[src/rtl/ter_pkg.sv]
// ter_pkg: shared types, constants and helpers for balanced-ternary vector ops.
//   ter_t    : one ternary coefficient, 00 = 0, 01 = +1, 11 = -1 (10 unused)
//   op_e     : ADD (a+b), SUB (a-b), NEG (-a); encoding 11 is illegal
//   state_e  : sequencer states of ter_vec_sched
//   ter_neg  : negate one coefficient
//   add_ter  : mod-3 sum of two coefficients
package ter_pkg;

    typedef logic [1:0] ter_t;

    localparam ter_t TER_ZERO = 2'b00;
    localparam ter_t TER_POS  = 2'b01;
    localparam ter_t TER_NEG  = 2'b11;

    typedef enum logic [1:0] {
        OP_ADD = 2'b00,
        OP_SUB = 2'b01,
        OP_NEG = 2'b10
    } op_e;

    localparam logic [1:0] OP_ILLEGAL = 2'b11;

    typedef enum logic [1:0] {
        S_IDLE  = 2'b00,
        S_RUN   = 2'b01,
        S_DRAIN = 2'b10,
        S_DONE  = 2'b11
    } state_e;

    // Negation only touches nonzero codes: 01 <-> 11, 00 stays 00.
    function automatic ter_t ter_neg(input ter_t x);
        return {x[1] ^ x[0], x[0]};
    endfunction

    // Sum mod 3 in {0, +1, -1}; +1 + +1 wraps to -1 and -1 + -1 wraps to +1.
    function automatic ter_t add_ter(input ter_t a, input ter_t b);
        ter_t r;
        case ({a, b})
            {TER_ZERO, TER_ZERO}: r = TER_ZERO;
            {TER_ZERO, TER_POS }: r = TER_POS;
            {TER_ZERO, TER_NEG }: r = TER_NEG;
            {TER_POS,  TER_ZERO}: r = TER_POS;
            {TER_POS,  TER_POS }: r = TER_NEG;
            {TER_POS,  TER_NEG }: r = TER_ZERO;
            {TER_NEG,  TER_ZERO}: r = TER_NEG;
            {TER_NEG,  TER_POS }: r = TER_ZERO;
            {TER_NEG,  TER_NEG }: r = TER_POS;
            default:              r = TER_ZERO;
        endcase
        return r;
    endfunction

endpackage

[src/rtl/ter_lane_alu.sv]
// ter_lane_alu: one lane of the ternary vector datapath (combinational).
//   a, b : ternary input coefficients
//   op   : latched operation (ADD / SUB / NEG)
//   c    : ternary result; 00 for the unused op encoding
module ter_lane_alu
    import ter_pkg::*;
(
    input  logic [1:0] a,
    input  logic [1:0] b,
    input  logic [1:0] op,
    output logic [1:0] c
);

    always_comb begin
        c = TER_ZERO;
        case (op)
            OP_ADD:  c = add_ter(a, b);
            OP_SUB:  c = add_ter(a, ter_neg(b));
            // NEG reuses the adder with a zero operand so every op shares one path.
            OP_NEG:  c = add_ter(TER_ZERO, ter_neg(a));
            default: c = TER_ZERO;
        endcase
    end

endmodule

[src/rtl/ter_vec_sched.sv]
// ter_vec_sched: sequences c = a op b over ternary coefficient memories,
// LANES coefficients per word, one word per granted cycle.
//   clk, rst          : clock, asynchronous active-high reset
//   start, op         : request and operation (sampled only in IDLE)
//   busy, done, err   : status; done / err are one-cycle pulses
//   rd_en, rd_addr    : read request to the A and B RAMs
//   mem_gnt           : read grant
//   a_data, b_data    : read data, valid one cycle after an issued read
//   wr_en, wr_addr,
//   wr_data, wr_mask  : C RAM write port with per-lane enables
//
// Read handshake: a read issues in a cycle where rd_en and mem_gnt are both
// high; rd_addr is held steady while rd_en is high and mem_gnt is low.
module ter_vec_sched
    import ter_pkg::*;
#(
    parameter int N     = 701,
    parameter int LANES = 2,
    parameter int AW    = $clog2((N + LANES - 1) / LANES)
) (
    input  logic                 clk,
    input  logic                 rst,
    input  logic                 start,
    input  logic [1:0]           op,
    output logic                 busy,
    output logic                 done,
    output logic                 err,
    output logic                 rd_en,
    output logic [AW-1:0]        rd_addr,
    input  logic                 mem_gnt,
    input  logic [2*LANES-1:0]   a_data,
    input  logic [2*LANES-1:0]   b_data,
    output logic                 wr_en,
    output logic [AW-1:0]        wr_addr,
    output logic [2*LANES-1:0]   wr_data,
    output logic [LANES-1:0]     wr_mask
);

    localparam int WORDS = (N + LANES - 1) / LANES;
    localparam int REM   = N % LANES;
    localparam logic [AW-1:0] LAST_ADDR = AW'(WORDS - 1);

    state_e             state;
    logic [1:0]         op_q;
    logic [AW-1:0]      rd_ptr;
    logic               v1;        // read data is on a_data/b_data this cycle
    logic [AW-1:0]      addr1;     // word address of that read data
    logic               issue;
    logic [2*LANES-1:0] alu_c;
    logic [2*LANES-1:0] data_next;
    logic [LANES-1:0]   mask_next;

    assign issue   = (state == S_RUN) && mem_gnt;
    assign rd_en   = (state == S_RUN);
    assign rd_addr = rd_ptr;
    assign busy    = (state == S_RUN) || (state == S_DRAIN);
    assign done    = (state == S_DONE);

    for (genvar g = 0; g < LANES; g++) begin : g_lane
        ter_lane_alu u_alu (
            .a  (a_data[2*g +: 2]),
            .b  (b_data[2*g +: 2]),
            .op (op_q),
            .c  (alu_c[2*g +: 2])
        );
    end

    // Only the final word can be partial; its lanes beyond N are disabled
    // and their data zeroed so the C RAM never sees stale coefficients.
    always_comb begin
        mask_next = '1;
        data_next = '0;
        if (REM != 0 && addr1 == LAST_ADDR) begin
            for (int k = 0; k < LANES; k++) begin
                mask_next[k] = (k < REM);
            end
        end
        for (int k = 0; k < LANES; k++) begin
            data_next[2*k +: 2] = mask_next[k] ? alu_c[2*k +: 2] : TER_ZERO;
        end
    end

    always_ff @(posedge clk or posedge rst) begin
        if (rst) begin
            state   <= S_IDLE;
            op_q    <= 2'b00;
            rd_ptr  <= '0;
            v1      <= 1'b0;
            addr1   <= '0;
            err     <= 1'b0;
            wr_en   <= 1'b0;
            wr_addr <= '0;
            wr_data <= '0;
            wr_mask <= '0;
        end else begin
            err   <= 1'b0;
            v1    <= issue;
            wr_en <= v1;
            if (issue) begin
                addr1 <= rd_ptr;
            end
            if (v1) begin
                wr_addr <= addr1;
                wr_data <= data_next;
                wr_mask <= mask_next;
            end

            case (state)
                S_IDLE: begin
                    if (start) begin
                        if (op == OP_ILLEGAL) begin
                            err <= 1'b1;
                        end else begin
                            op_q   <= op;
                            rd_ptr <= '0;
                            state  <= S_RUN;
                        end
                    end
                end
                S_RUN: begin
                    // The pointer parks on the last word so it never wraps.
                    if (mem_gnt) begin
                        if (rd_ptr == LAST_ADDR) begin
                            state <= S_DRAIN;
                        end else begin
                            rd_ptr <= rd_ptr + 1'b1;
                        end
                    end
                end
                S_DRAIN: begin
                    // No reads are in flight after this, so the last-address write ends the job.
                    if (wr_en && wr_addr == LAST_ADDR) begin
                        state <= S_DONE;
                    end
                end
                S_DONE: begin
                    state <= S_IDLE;
                end
                default: begin
                    state <= S_IDLE;
                end
            endcase
        end
    end

endmodule

[config.mk]
export PLATFORM = sky130hd
export DESIGN_NAME = ter_vec_sched
export DESIGN_NICKNAME = d
export VERILOG_FILES = /design/src/rtl/ter_pkg.sv /design/src/rtl/ter_lane_alu.sv /design/src/rtl/ter_vec_sched.sv
export SDC_FILE = /design/constraint.sdc
export NUM_CORES = 1
export LEC_CHECK = 0
export ABC_CLOCK_PERIOD_IN_PS = 4000
export CAP_MARGIN = 5
export CORE_ASPECT_RATIO = 1.4
export CORE_MARGIN = 5
export CORE_UTILIZATION = 30
export CTS_BUF_LIST = sky130_fd_sc_hd__clkbuf_16
export CTS_CLUSTER_DIAMETER = 200
export DETAILED_ROUTE_END_ITERATION = 16
export GPL_TIMING_DRIVEN = 1
export HOLD_SLACK_MARGIN = 0.08
export SETUP_SLACK_MARGIN = 0.15
export SLEW_MARGIN = 20
export SYNTH_ARGS = -nofsm -noshare
export SYNTH_HDL_FRONTEND = slang
export SYNTH_SLANG_ARGS = --single-unit
[constraint.sdc]
create_clock -name clk -period 4 [get_ports clk]
set_input_delay 0.8 -clock clk [delete_from_list [all_inputs] [get_ports clk]]
set_output_delay 0.8 -clock clk [all_outputs]
set_load 0.01 [all_outputs]
==> reports/results.md <==
Finish
* **Layout Nets** 265
* **antenna cells** 0
* **layout overhead on the synthesized area** 31.10%
* **share of post-route cells with drive strength above 1** 0.1255
* **post-layout instance count excluding filler cells** 334
* **number of filler cells placed in the layout** 716

Pwr
* **Max VDD drop** 0.2949 mV
* **standby leakage power** 1.228 nW
* **pwr dens** 627.1 nW/µm²

GRT
* **number of antenna violations at the first check in global routing** 0
* **Overall Global Routing Usage** 0.1124
* **vias in the first global route** 1598
* **first-pass GRT wire length** 7.610 mm
* **maximum number of pins on one net before global-route repair** 41
* **total global routing overflow** 0

Hold path
* **worst hold endpoint** wr_mask[0]$_DFFE_PP0P_
* **hold-critical path depth** 1
* **min-delay worst type** reg -> reg
* **worst hold start** wr_mask[0]$_DFFE_PP0P_

CTS
* **maximum clock path buffer count** 2
* **CTS tree** yes
* **Resized cells post-CTS** 0
* **total CTS buffers** 5
* **hold_buf cts** 0
* **count of H-tree levels built during CTS** 2
* **Clock Root Buffer** sky130_fd_sc_hd__clkbuf_16
* **clock latency reported for the late side of the worst-skew pair** 0.27 ns
* **clock-pin slew on the worst setup and hold paths** 0.05 ns
* **Sink Count** 40
* **postcts setup bufs** 0

Die
* **Core Footprint** 6937 µm²
* **height of the die** 109.3 µm
* **area of the die** 8841 µm²
* **effective utilization at floorplan** 0.3045
* **x dimension of the die** 80.91 µm
* **placement row count** 36
* **count of pins on the block boundary** 43

Drt
* **vias after detailed routing** 1614
* **routed wire length per instance** 13.92 µm
* **Iter 0 DRT Violations** 65
* **Final Routed Wirelength** 4.650 mm
* **DR vias/cell** 4.832
* **Detailed Routing Iterations Pass 1** 4
* **number of DRC violations after detailed routing** 0
* **number of nets with antenna violations after routing** 0

Placed design
* **routability cong.** 0.8536
* **number of I/O port buffers** 42
* **Inst Count DP** 326
* **detailed placement HPWL** 3.642 mm

Logic synthesis
* **number of storage elements in the synthesis netlist** 40
* **Yosys cell types** 42
* **mean instance size in the synthesized netlist** 10.83 µm²
* **leading cell types by count after synthesis** sky130_fd_sc_hd__dfrtp_1 (40), sky130_fd_sc_hd__mux2_2 (18), sky130_fd_sc_hd__nand2_1 (18)
* **largest cells by area after synthesis** sky130_fd_sc_hd__dfrtp_1 (47%), sky130_fd_sc_hd__mux2_2 (9.6%), sky130_fd_sc_hd__ha_1 (7.7%), sky130_fd_sc_hd__mux2i_1 (4.7%), sky130_fd_sc_hd__nand2_1 (3.2%)
* **dominant synthesized flop cell** sky130_fd_sc_hd__dfrtp_1
* **summed instance area of the synthesized netlist** 2112 µm²
* **number of enable flip-flop cells after synthesis** 0
* **synth warn** 0
* **Cells after Synth** 195
* **async set or reset register ratio after synthesis** 1.000
* **sequential fraction of the synthesis area** 0.4739
* **fraction of post-synthesis cell area in the top cell type by area** 0.4739
* **nets in the synthesized netlist** 222
* **Synth area leader** sky130_fd_sc_hd__dfrtp_1
* **count leader, synth** sky130_fd_sc_hd__dfrtp_1

Critical path
* **end of the worst register-to-register path** state[1]$_DFFE_PP0P_
* **FF-to-FF Start** rd_addr[0]$_DFFE_PP0P_
* **class of the most critical setup path** reg -> out
* **launching element type of the critical path** flip-flop
* **CP max FO** 7
* **setup slack of the most critical reg-to-reg path** 2.04 ns
* **type of destination of the critical path** primary output
* **data required time of the critical path** 3.20 ns
* **number of cells traversed by the worst register-to-register path** 6
* **Crit path arrival time** 1.74 ns

Timing
* **clock skew** 0.003481 ns
* **crit path time final** 2.539 ns
* **number of hold violations in the final report** 0
* **final cycle utilization of the critical path** 0.6348
* **max-slew violation total from the final report** 0
* **worst-case hold slack** 0.4614 ns
* **slew at the pin closest to its max-slew limit** 0.6525 ns
* **endpoints failing setup** 0
* **upper clock frequency limit** 0.3938 GHz
* **aggregate negative setup slack** 0 ns
* **setup repair after global routing missed its margin** false
* **Slew HR** 0.5650

Run status
* **status** finished clean

Run
* **max-cap violations** 0

==> through the flow <==
stage | setup slack, ns | power, mW | cell area (µm²) | util
floorplan | 1.986 | 1.070 | 2112 | -
global route | 1.343 | 1.858 | 2769 | 0.3992
CTS | 1.423 | 1.761 | 2769 | 0.3992
detailed placement | 1.500 | 1.392 | 2633 | 0.3795
finish | 1.461 | 1.736 | 2769 | 0.3992
global placement | 1.521 | 1.376 | 2633 | 0.3795
==> registers in the layout (all words and copies together) (netlist names) <==
signal and cells:
addr1 9, rd_addr 9, wr_addr 9, wr_data 4
op_q 2, state 2, wr_mask 2, err 1
v1 1, wr_en 1
==> placed cells by master, fill, tap and decap left out, drive strengths merged, types with 8 or more instances in the layout <==
cell,netlist,routed
clkdlybuf4s50,0,42
dfrtp,40,40
ha,13,13
inv,14,16
mux2,19,19
mux2i,10,10
nand2,18,18
nand3,8,8
nor2,9,9
o21ai,10,10
==> cell families after synthesis <==
kind of cell               count (synthesis)  synth area share
and+or+nand+nor                           61            0.1558
DFF                                       40            0.4739
buffers and inverters                     21           0.03732
muxes                                     29            0.1505
AOI/OAI and AO/OA                         31            0.1055
adders and majority gates                 13           0.07702
==> cell type report <==
type | instances | area [µm²] | area share
Clock buffer | 5 | 125.1 | 0.04519
Sequential cell | 40 | 1001 | 0.3615
Inverter | 14 | 52.55 | 0.01898
Multi-Input combinational cell | 134 | 1032 | 0.3728
Timing Repair Buffer | 43 | 427.9 | 0.1545
Tap cell | 95 | 118.9 | 0.04293
Clock inverter | 3 | 11.26 | 0.004067
==> where the power goes <==
group	switching (mW)	total (mW)	internal, mW
clock network	0.144	0.368	0.224
registers	0.166	0.703	0.537
logic	0.291	0.666	0.374
==> routing by layer <==
layer	routed length [µm]	track usage
met5	0	0
met4	125	0.05676
met3	163	0.01901
met2	2522	0.2162
met1	1839	0.1127
==> worst max-delay path by stage <==
| stage | start | to | slack, ns | cells past startpoint |
|---|---|---|---|---|
| 6_report | state[1]$_DFFE_PP0P_ | rd_en | 1.46 | 3 |
| 5_1_grt | state[1]$_DFFE_PP0P_ | rd_en | 1.34 | 3 |
| 4_1_cts | state[1]$_DFFE_PP0P_ | rd_en | 1.42 | 3 |
| 3_5_place_dp | start | state[1]$_DFFE_PP0P_ | 1.50 | 5 |
| 3_3_place_gp | start | state[1]$_DFFE_PP0P_ | 1.52 | 5 |
| 2_1_floorplan | start | state[1]$_DFFE_PP0P_ | 1.99 | 5 |
==> critical path: stages (launching register included) <==
cell and delay (ns):
sky130_fd_sc_hd__dfrtp_1 0.42, sky130_fd_sc_hd__inv_1 0.11, sky130_fd_sc_hd__ha_1 0.33, sky130_fd_sc_hd__clkdlybuf4s50_1 0.60
No activity file was read; power rests on OpenSTA's default activity.
